$ cat src/rtl/mips_multicycle_ctrl_pkg.sv
// Shared encodings for the multicycle MIPS main control FSM:
// opcodes, state codes, ALU/mux select codes and the decoded control vector.
package mips_mc_pkg;

   localparam logic [5:0] OP_RTYPE = 6'b000000;
   localparam logic [5:0] OP_LW    = 6'b100011;
   localparam logic [5:0] OP_SW    = 6'b101011;
   localparam logic [5:0] OP_BEQ   = 6'b000100;
   localparam logic [5:0] OP_ADDI  = 6'b001000;
   localparam logic [5:0] OP_J     = 6'b000010;

   typedef enum logic [3:0] {
      S_IDLE    = 4'd0,
      S_FETCH   = 4'd1,
      S_DECODE  = 4'd2,
      S_MEMADR  = 4'd3,
      S_MEMRD   = 4'd4,
      S_MEMWB   = 4'd5,
      S_MEMWR   = 4'd6,
      S_EXECUTE = 4'd7,
      S_ALUWB   = 4'd8,
      S_BRANCH  = 4'd9,
      S_ADDIEX  = 4'd10,
      S_ADDIWB  = 4'd11,
      S_JUMP    = 4'd12
   } state_t;

   localparam logic [1:0] ALUOP_ADD   = 2'b00;
   localparam logic [1:0] ALUOP_SUB   = 2'b01;
   localparam logic [1:0] ALUOP_FUNCT = 2'b10;

   localparam logic [1:0] SRCB_RT    = 2'b00;
   localparam logic [1:0] SRCB_FOUR  = 2'b01;
   localparam logic [1:0] SRCB_IMM   = 2'b10;
   localparam logic [1:0] SRCB_IMMSH = 2'b11;

   localparam logic [1:0] PC_ALU    = 2'b00;
   localparam logic [1:0] PC_ALUOUT = 2'b01;
   localparam logic [1:0] PC_JUMP   = 2'b10;

   // wait_mem marks states whose strobes are qualified by mem_ready.
   typedef struct packed {
      logic       mem_req;
      logic       iord;
      logic       irwrite;
      logic       memwrite;
      logic       regwrite;
      logic       regdst;
      logic       memtoreg;
      logic       alusrca;
      logic [1:0] alusrcb;
      logic [1:0] aluop;
      logic [1:0] pcsrc;
      logic       pcwrite;
      logic       branch;
      logic       wait_mem;
   } ctrl_t;

   function automatic logic op_legal(input logic [5:0] op);
      return (op == OP_RTYPE) || (op == OP_LW) || (op == OP_SW) ||
             (op == OP_BEQ) || (op == OP_ADDI) || (op == OP_J);
   endfunction

endpackage

$ cat src/rtl/mips_multicycle_ctrl_if.sv
// Shared instruction/data memory handshake between the control FSM and memory.
interface mips_multicycle_ctrl_if;
   logic mem_req;
   logic mem_ready;
   logic iord;
   logic memwrite;

   modport master (output mem_req, output iord, output memwrite, input mem_ready);
   modport slave  (input mem_req, input iord, input memwrite, output mem_ready);
endinterface

$ cat src/rtl/mips_multicycle_ctrl_outdec.sv
// Pure state-to-control-vector decoder; unlisted fields and unused codes give 0.
module mips_mc_outdec
   import mips_mc_pkg::*;
(
   input  state_t state,
   output ctrl_t  ctrl
);

   always_comb begin
      ctrl = '0;
      case (state)
         S_FETCH: begin
            ctrl.mem_req  = 1'b1;
            ctrl.alusrcb  = SRCB_FOUR;
            ctrl.aluop    = ALUOP_ADD;
            ctrl.pcsrc    = PC_ALU;
            ctrl.irwrite  = 1'b1;
            ctrl.pcwrite  = 1'b1;
            ctrl.wait_mem = 1'b1;
         end
         // Branch target is precomputed here while the opcode is examined.
         S_DECODE: begin
            ctrl.alusrcb = SRCB_IMMSH;
            ctrl.aluop   = ALUOP_ADD;
         end
         S_MEMADR, S_ADDIEX: begin
            ctrl.alusrca = 1'b1;
            ctrl.alusrcb = SRCB_IMM;
            ctrl.aluop   = ALUOP_ADD;
         end
         S_MEMRD: begin
            ctrl.mem_req  = 1'b1;
            ctrl.iord     = 1'b1;
            ctrl.wait_mem = 1'b1;
         end
         S_MEMWB: begin
            ctrl.regwrite = 1'b1;
            ctrl.memtoreg = 1'b1;
         end
         S_MEMWR: begin
            ctrl.mem_req  = 1'b1;
            ctrl.iord     = 1'b1;
            ctrl.memwrite = 1'b1;
            ctrl.wait_mem = 1'b1;
         end
         S_EXECUTE: begin
            ctrl.alusrca = 1'b1;
            ctrl.alusrcb = SRCB_RT;
            ctrl.aluop   = ALUOP_FUNCT;
         end
         S_ALUWB: begin
            ctrl.regwrite = 1'b1;
            ctrl.regdst   = 1'b1;
         end
         S_BRANCH: begin
            ctrl.alusrca = 1'b1;
            ctrl.alusrcb = SRCB_RT;
            ctrl.aluop   = ALUOP_SUB;
            ctrl.pcsrc   = PC_ALUOUT;
            ctrl.branch  = 1'b1;
         end
         S_ADDIWB: ctrl.regwrite = 1'b1;
         S_JUMP: begin
            ctrl.pcsrc   = PC_JUMP;
            ctrl.pcwrite = 1'b1;
         end
         default: ctrl = '0;
      endcase
   end

endmodule

$ cat src/rtl/mips_multicycle_ctrl.sv
// Main control FSM of the multicycle MIPS core: state register, next-state
// logic and the mem_ready / zero / opcode dependent output glue.
module mips_multicycle_ctrl
   import mips_mc_pkg::*;
#(
   parameter int STATE_W = 4
) (
   input  logic                    clk,
   input  logic                    rst_n,
   input  logic [5:0]              opcode,
   input  logic                    zero,
   mips_multicycle_ctrl_if.master  mem,
   output logic                    irwrite,
   output logic                    regwrite,
   output logic                    regdst,
   output logic                    memtoreg,
   output logic                    alusrca,
   output logic [1:0]              alusrcb,
   output logic [1:0]              aluop,
   output logic [1:0]              pcsrc,
   output logic                    pcen,
   output logic                    illegal_op
);

   logic [STATE_W-1:0] state_reg;
   ctrl_t              ctrl;
   logic               strobe_ok;

   always_ff @(posedge clk or negedge rst_n) begin
      if (!rst_n) begin
         state_reg <= S_IDLE;
      end else begin
         case (state_reg)
            S_IDLE:   state_reg <= S_FETCH;
            S_FETCH:  if (mem.mem_ready) state_reg <= S_DECODE;
            S_DECODE: begin
               case (opcode)
                  OP_LW, OP_SW: state_reg <= S_MEMADR;
                  OP_RTYPE:     state_reg <= S_EXECUTE;
                  OP_BEQ:       state_reg <= S_BRANCH;
                  OP_ADDI:      state_reg <= S_ADDIEX;
                  OP_J:         state_reg <= S_JUMP;
                  default:      state_reg <= S_FETCH;
               endcase
            end
            // The IR holds the opcode stable, so it still selects load vs store.
            S_MEMADR:  state_reg <= (opcode == OP_SW) ? S_MEMWR : S_MEMRD;
            S_MEMRD:   if (mem.mem_ready) state_reg <= S_MEMWB;
            S_MEMWR:   if (mem.mem_ready) state_reg <= S_FETCH;
            S_EXECUTE: state_reg <= S_ALUWB;
            S_ADDIEX:  state_reg <= S_ADDIWB;
            default:   state_reg <= S_FETCH;
         endcase
      end
   end

   mips_mc_outdec u_outdec (
      .state (state_t'(state_reg)),
      .ctrl  (ctrl)
   );

   // Memory-side strobes fire only in the cycle the access completes.
   assign strobe_ok    = ~ctrl.wait_mem | mem.mem_ready;

   assign mem.mem_req  = ctrl.mem_req;
   assign mem.iord     = ctrl.iord;
   assign mem.memwrite = ctrl.memwrite & strobe_ok;
   assign irwrite      = ctrl.irwrite & strobe_ok;
   assign regwrite     = ctrl.regwrite;
   assign regdst       = ctrl.regdst;
   assign memtoreg     = ctrl.memtoreg;
   assign alusrca      = ctrl.alusrca;
   assign alusrcb      = ctrl.alusrcb;
   assign aluop        = ctrl.aluop;
   assign pcsrc        = ctrl.pcsrc;
   assign pcen         = (ctrl.pcwrite & strobe_ok) | (ctrl.branch & zero);
   assign illegal_op   = (state_reg == S_DECODE) && !op_legal(opcode);

endmodule

$ cat src/flat_wrapper.sv
// flat-port wrapper written by rule: the top's interface ports become plain ports
module mips_multicycle_ctrl_flat import mips_mc_pkg::*;
#(
   parameter int STATE_W = 4
)
  (clk, rst_n, opcode, zero, irwrite, regwrite, regdst, memtoreg, alusrca, alusrcb, aluop, pcsrc, pcen, illegal_op, mem_mem_req, mem_iord, mem_memwrite, mem_mem_ready);
  mips_multicycle_ctrl_if mem_i ();
  input  logic clk;
  input  logic rst_n;
  input  logic [5:0] opcode;
  input  logic zero;
  output logic irwrite;
  output logic regwrite;
  output logic regdst;
  output logic memtoreg;
  output logic alusrca;
  output logic [1:0] alusrcb;
  output logic [1:0] aluop;
  output logic [1:0] pcsrc;
  output logic pcen;
  output logic illegal_op;
  output wire logic [$bits(mem_i.mem_req)-1:0] mem_mem_req;
  output wire logic [$bits(mem_i.iord)-1:0] mem_iord;
  output wire logic [$bits(mem_i.memwrite)-1:0] mem_memwrite;
  input wire logic [$bits(mem_i.mem_ready)-1:0] mem_mem_ready;
  assign mem_mem_req = mem_i.mem_req;
  assign mem_iord = mem_i.iord;
  assign mem_memwrite = mem_i.memwrite;
  assign mem_i.mem_ready = mem_mem_ready;
  mips_multicycle_ctrl #(.STATE_W(STATE_W)) u_core (.clk(clk), .rst_n(rst_n), .opcode(opcode), .zero(zero), .mem(mem_i), .irwrite(irwrite), .regwrite(regwrite), .regdst(regdst), .memtoreg(memtoreg), .alusrca(alusrca), .alusrcb(alusrcb), .aluop(aluop), .pcsrc(pcsrc), .pcen(pcen), .illegal_op(illegal_op));
endmodule
$ cat config.mk
export PLATFORM = sky130hd
export DESIGN_NAME = mips_multicycle_ctrl_flat
export DESIGN_NICKNAME = d
export VERILOG_FILES = /design/src/rtl/mips_multicycle_ctrl_pkg.sv /design/src/rtl/mips_multicycle_ctrl_if.sv /design/src/rtl/mips_multicycle_ctrl_outdec.sv /design/src/rtl/mips_multicycle_ctrl.sv /design/src/flat_wrapper.sv
export SDC_FILE = /design/constraint.sdc
export NUM_CORES = 1
export LEC_CHECK = 0
export ABC_CLOCK_PERIOD_IN_PS = 1350
export CAP_MARGIN = 20
export CORE_MARGIN = 5
export CORE_UTILIZATION = 32
export DETAILED_ROUTE_END_ITERATION = 6
export GPL_TIMING_DRIVEN = 0
export PLACE_DENSITY = 0.71
export SYNTH_ARGS = -nofsm -noshare
export SYNTH_HDL_FRONTEND = slang
export SYNTH_SLANG_ARGS = --single-unit
$ cat constraint.sdc
create_clock -name clk -period 1.35 [get_ports clk]
set_input_delay 0.27 -clock clk [delete_from_list [all_inputs] [get_ports clk]]
set_output_delay 0.27 -clock clk [all_outputs]
set_load 0.02 [all_outputs]
======== Word-level counts from Yosys, hierarchy flattened ========
Cells that the tools add are included.
word-level totals
  register bits ........................... 4
cells by class
  eq/ne operators ......................... 20
  muxes and demuxes ....................... 18
  bitwise logic cells ..................... 7
  reductions and logical operators ........ 16
operator list
  operator                                             count
  one-hot mux 4 bit (5 select lines)                   2
  one-hot mux 4 bit (7 select lines)                   1
  equality test 4 bit, second input constant           5
  equality test 4 x 3 -> 1 bit, second input constant  4
  equality test 6 bit, second input constant           2
  2-to-1 mux 4 bit                                     3
  2-to-1 mux 1 bit                                     10
  equality test 4 x 2 -> 1 bit, second input constant  2
  OR reduction 2 bit                                   4
  equality test 6 x 2 -> 1 bit, second input constant  1
  equality test 6 x 3 -> 1 bit, second input constant  1
  equality test 6 x 4 -> 1 bit, second input constant  1
  logical NOT 6 bit                                    1
  != test 2 bit, second input constant                 3
  OR reduction 3 bit                                   2
  logical OR 1 bit                                     5
  bitwise AND 1 bit                                    4
  equality test 4 x 1 -> 1 bit, second input constant  1
  one-hot mux 2 bit (2 select lines)                   1
  OR reduction 4 bit                                   1
  AND reduction 3 bit                                  1
  2-to-1 mux 2 bit                                     1
  bitwise OR 1 bit                                     2
  logical AND 1 bit                                    1
  2 further kinds                                      2

======== Longest topological paths before layout ========
  depth after elaboration ................. 8
  mapped depth ............................ 5
  depth with buffers taken out ............ 3

======== Cells and area by module ========
From an unflattened synthesis, not the netlist that was laid out.
second synthesis, totals
  cell total of the unflattened synthesis .. 82
  area, all modules ....................... 594.3 um^2
by module, submodules not included
  module                times used  cells each  area each (um^2)  sequential area each (um^2)
  mips_multicycle_ctrl  1           49          395.4             100.1
  mips_mc_outdec        1           33          198.9             0.0

======== Least setup slack after synthesis ========
No wires, ideal clock.
  kind .................................... reg2out
  start ................................... reg u_core.state_reg[2]
  end ..................................... out illegal_op
  arrival time ............................ 1.302 ns
  data required time ...................... 1.080 ns
  path slack .............................. -0.222 ns
  cell stages (with the launch flop) ...... 5
  path through ............................ dfrtp_1 buf_6 nor2_1 nand2_1 nor3_1
on the way
  cells in the longest elaborated chain, start to end .. 2
ends and longest elaborated chain
  element                       RTL line                    source
  start, declared               mips_multicycle_ctrl.sv:25  logic [STATE_W-1:0] state_reg;
  start signal, assigned        mips_multicycle_ctrl.sv:47  S_MEMADR: state_reg <= (opcode == OP_SW) ? S_MEMWR : S_MEMRD;
  equality test 4 x 2 -> 1 bit  mips_multicycle_ctrl.sv:77  assign illegal_op = (state_reg == S_DECODE) && !op_legal(opcode);
  logical AND 1 bit             mips_multicycle_ctrl.sv:77
  end, declared                 flat_wrapper.sv:21          output logic illegal_op;
Every way passes these cells.

======== Final worst setup path ========
  start ................................... reg u_core.state_reg[0]
  end ..................................... out pcen
on the way
  cells in the longest elaborated chain, start to end .. 7
  elaborated cells on any way between the ends .. 15
ends and longest elaborated chain
  element                                                                              RTL line                           source
  equality test 4 x 1 -> 1 bit / equality test 4 x 3 -> 1 bit (equally long branches)  mips_multicycle_ctrl_outdec.sv:11  case (state)
  OR reduction 3 bit (no line)                                                         n/a
  2-to-1 mux 1 bit                                                                     mips_multicycle_ctrl_outdec.sv:11
  inverter 1 bit                                                                       mips_multicycle_ctrl.sv:63         assign strobe_ok = ~ctrl.wait_mem | mem.mem_ready;
  bitwise OR 1 bit                                                                     mips_multicycle_ctrl.sv:63
  bitwise AND 1 bit                                                                    mips_multicycle_ctrl.sv:76         assign pcen = (ctrl.pcwrite & strobe_ok) | (ctrl.branch & zero);
  bitwise OR 1 bit (*)                                                                 mips_multicycle_ctrl.sv:76
  end, declared                                                                        flat_wrapper.sv:20                 output logic pcen;
Mark *: on every way between the ends. The rest lies on a longest branch, timed or not.

==> flow_metrics.py <==
metrics = {
    "outcome": {
        "outcome": "finished with violations",
        "violations": "negative setup slack",
    },
    "global_route": {
        "grt_max_degree": 11,
        "grt_pass1_vias": 773,
        "grt_pass1_wl_mm": 3.470,
        "overflow": 0,
        "antenna_found_initial": 0,
        "grt.met1_usage_pct": 18.13,
        "grt_util_met3_pct": 2.865,
        "met2_usage_pct": 33.26,
        "grtUsageTotal_pct": 17.53,
        "busiest_layer": "met2",
    },
    "final_layout": {
        "drive_gt1_share_pct": 69.11,
        "post-route-util_pct": 73.55,
        "fin_nets": 135,
        "instances_no_fill": 148,
        "largest_reg_flops": 4,
        "area_growth_pct": 123.1,
        "antennaDiodeCount": 0,
    },
    "route": {
        "via_per_inst": 5.338,
        "drtIter0Drc": 18,
        "drc": 0,
        "dr_total_vias": 790,
        "ant_nets": 0,
        "post_drt_wl_per_cell_um": 16.67,
        "wirelength_mm": 2.467,
        "drt_pass1_iterations": 4,
    },
    "synthesis": {
        "synth.cell_area_um2": 563.0,
        "seq_area_frac_synth_pct": 17.78,
        "synth_cells": 75,
        "synth_seq_cells": 4,
        "synth-warning-count": 0,
        "synth_nets": 85,
        "ys_types": 36,
        "avgSynthCellArea_um2": 7.507,
    },
    "worst_setup_path": {
        "start_kind": "flip-flop",
        "crit_path_end_kind": "output pin",
        "critPathArrivalTime_ns": 1.46,
        "worstSetupPathType": "reg -> out",
        "path_max_fanout": 7,
        "crit_required_ns": 1.08,
    },
    "sta": {
        "grt_setup_unrepaired": "yes",
        "holdWs_ns": 0.2185,
        "worst_slack_ns": -0.3783,
        "hold_viol_final": 0,
        "max-slew-margin-rel_pct": 77.16,
        "drv_slew": 0,
        "finalClockSkew_ns": 0.01937,
        "finalCritPeriodShare_pct": 128.0,
        "post-route-min-period_ns": 1.728,
        "worst_slew_pin_slew_ns": 0.3403,
        "setup_viol": 19,
        "max_freq_ghz": 0.5786,
    },
    "cts": {
        "clkSinkCount": 4,
        "numCtsBuffers": 3,
        "cts_buffer_depth": 2,
        "path_clk_slew_ns": 0.05,
        "cts.root.buffer_cell": "clkbuf_4",
        "h-tree-depth": 1,
        "clk_latency_ns": 0.25,
        "hold_buffers": 0,
        "cts_tree": "built",
    },
    "run": {
        "maxCapViolations": 0,
    },
    "placement": {
        "gp_congestion": 0.7661,
        "place_inst": 125,
        "portBuffers": 25,
    },
    "pwr": {
        "power_leakage_uw": 0.0005307,
        "pwr_density_cell_nw_per_um2": 1963,
        "max-vdd-ir-drop_v": 0.001023,
    },
    "floorplan": {
        "core_area_um2": 1708,
        "die-width_um": 51.95,
        "dieArea_um2": 2698,
        "rows": 15,
        "die_h_um": 51.95,
        "initial_core_util_pct": 32.97,
        "pin_count": 26,
    },
    "hold_path": {
        "hp-class": "in -> async",
    },
}
==> cells in the final DEF (no fill, tap or decap), drive strengths merged, types with 2 or more instances in the layout <==
cell type,instances
buf,48
nor2,11
a21oi,7
nand2,6
nor3,5
nand2b,4
dfrtp,4
clkbuf,3
nor2b,3
nand3,2
nand3b,2
or4,2
clkdlybuf4s50,2
mux2,2
and3,2
==> cell type report <==
cell class	count	area [um2]
Buffer	6	78.83
Inverter	1	8.758
Timing Repair Buffer	45	434.2
Clock buffer	3	22.52
Tap cell	25	31.28
Fill cell	115	451.7
Sequential cell	4	101.3
Multi-Input combinational cell	64	579.3
==> path summary, 6_finish.rpt <==
| check | start | to | slack, ns | depth (start not counted) |
|---|---|---|---|---|
| worst max-delay path | u_core.state_reg[0]$_DFFE_PN0P_ | pcen | -0.38 | 5 |
| min in group clk | opcode[5] | u_core.state_reg[3]$_DFFE_PN0P_ | 0.36 | 4 |
| worst max register to register | u_core.state_reg[1]$_DFFE_PN0P_ | u_core.state_reg[1]$_DFFE_PN0P_ | -0.06 | 5 |
| worst min register to register | u_core.state_reg[3]$_DFFE_PN0P_ | u_core.state_reg[2]$_DFFE_PN0P_ | 0.70 | 3 |
| max in group asynchronous | rst_n | u_core.state_reg[2]$_DFFE_PN0P_ | 0.94 | 1 |
| worst min-delay path | rst_n | u_core.state_reg[0]$_DFFE_PN0P_ | 0.22 | 1 |
==> metal layers <==
layer / up-vias / part of all wire [%]
met5: - / 0
met4: 0 / 0.61
met3: 2 / 3.9
met2: 22 / 55
met1: 391 / 41
li1: 375 / -
==> through the flow <==
| step | total power, uW | worst slack (ns) | instance area, um2 | TNS [ns] |
|---|---|---|---|---|
| after floorplan | 1056 | -0.07754 | 609.3 | -0.1610 |
| after global placement | 1483 | -1.025 | 890.9 | -9.449 |
| after detailed placement | 1494 | -1.022 | 890.9 | -9.502 |
| after CTS | 2117 | -0.2868 | 1115 | -3.016 |
| after global routing | 2587 | -0.3962 | 1256 | -4.664 |
| final | 2466 | -0.3783 | 1256 | -4.205 |
==> critical path, stage by stage (launching register included) <==
cell,delay (ns)
dfrtp_1,0.42
buf_6,0.17
buf_8,0.13
nand3b_1,0.16
a21oi_2,0.17
buf_6,0.14
==> timing repair <==
item	in CTS	in global routing
pin swaps	11	11
cloned	1	0
buffers inserted	12	7
resized for setup	142	21
endpoints found under the setup margin	19	18
==> cell families after synthesis <==
logic type,Yosys count,synth area share [%]
AOI/OAI and AO/OA,16,18.45
xor gates and xnor gates,2,3.112
buffers and inverters,7,12.00
DFF,4,17.78
muxes,2,4.000
and+or+nand+nor,44,44.67
==> synth_stat cells <==
master / number / area share, %
and3_1: 2 / 2.2
nand3b_1: 2 / 2.7
clkbuf_4: 1 / 1.3
and3b_1: 1 / 1.6
o22ai_1: 1 / 1.1
a311oi_1: 1 / 1.6
nand2_1: 6 / 4.0
nor3_1: 5 / 4.4
o21ai_0: 1 / 0.89
buf_8: 1 / 2.7
dfrtp_1: 4 / 18
xnor2_1: 1 / 1.6
a21boi_1: 1 / 1.3
nand2b_1: 4 / 4.4
a31oi_1: 1 / 1.1
a21oi_1: 7 / 6.2
nand3_1: 2 / 1.8
nor2b_1: 3 / 3.3
buf_2: 1 / 0.89
buf_6: 3 / 6.0
or4_1: 1 / 1.3
o2111ai_1: 1 / 1.6
o32ai_1: 1 / 1.6
mux2_1: 2 / 4.0
xor2_1: 1 / 1.6
nand4b_1: 1 / 1.6
inv_4: 1 / 1.1
or4bb_1: 1 / 2.0
or3b_1: 1 / 1.6
nor2_1: 11 / 7.3
a31o_1: 1 / 1.6
or4_4: 1 / 2.0
nor4b_1: 1 / 1.6
or4b_1: 1 / 1.8
a211o_1: 1 / 1.6
or3_1: 1 / 1.1
==> power by group <==
group | internal, uW | switching [uW] | total, uW | leakage [uW]
Clock | 100 | 63.0 | 163 | 0.0000138
Combinational | 1080 | 989 | 2070 | 0.000467
Sequential | 164 | 68.9 | 233 | 0.0000498
Total | 1350 | 1120 | 2470 | 0.000531
No activity file was read; power rests on OpenSTA's default activity.
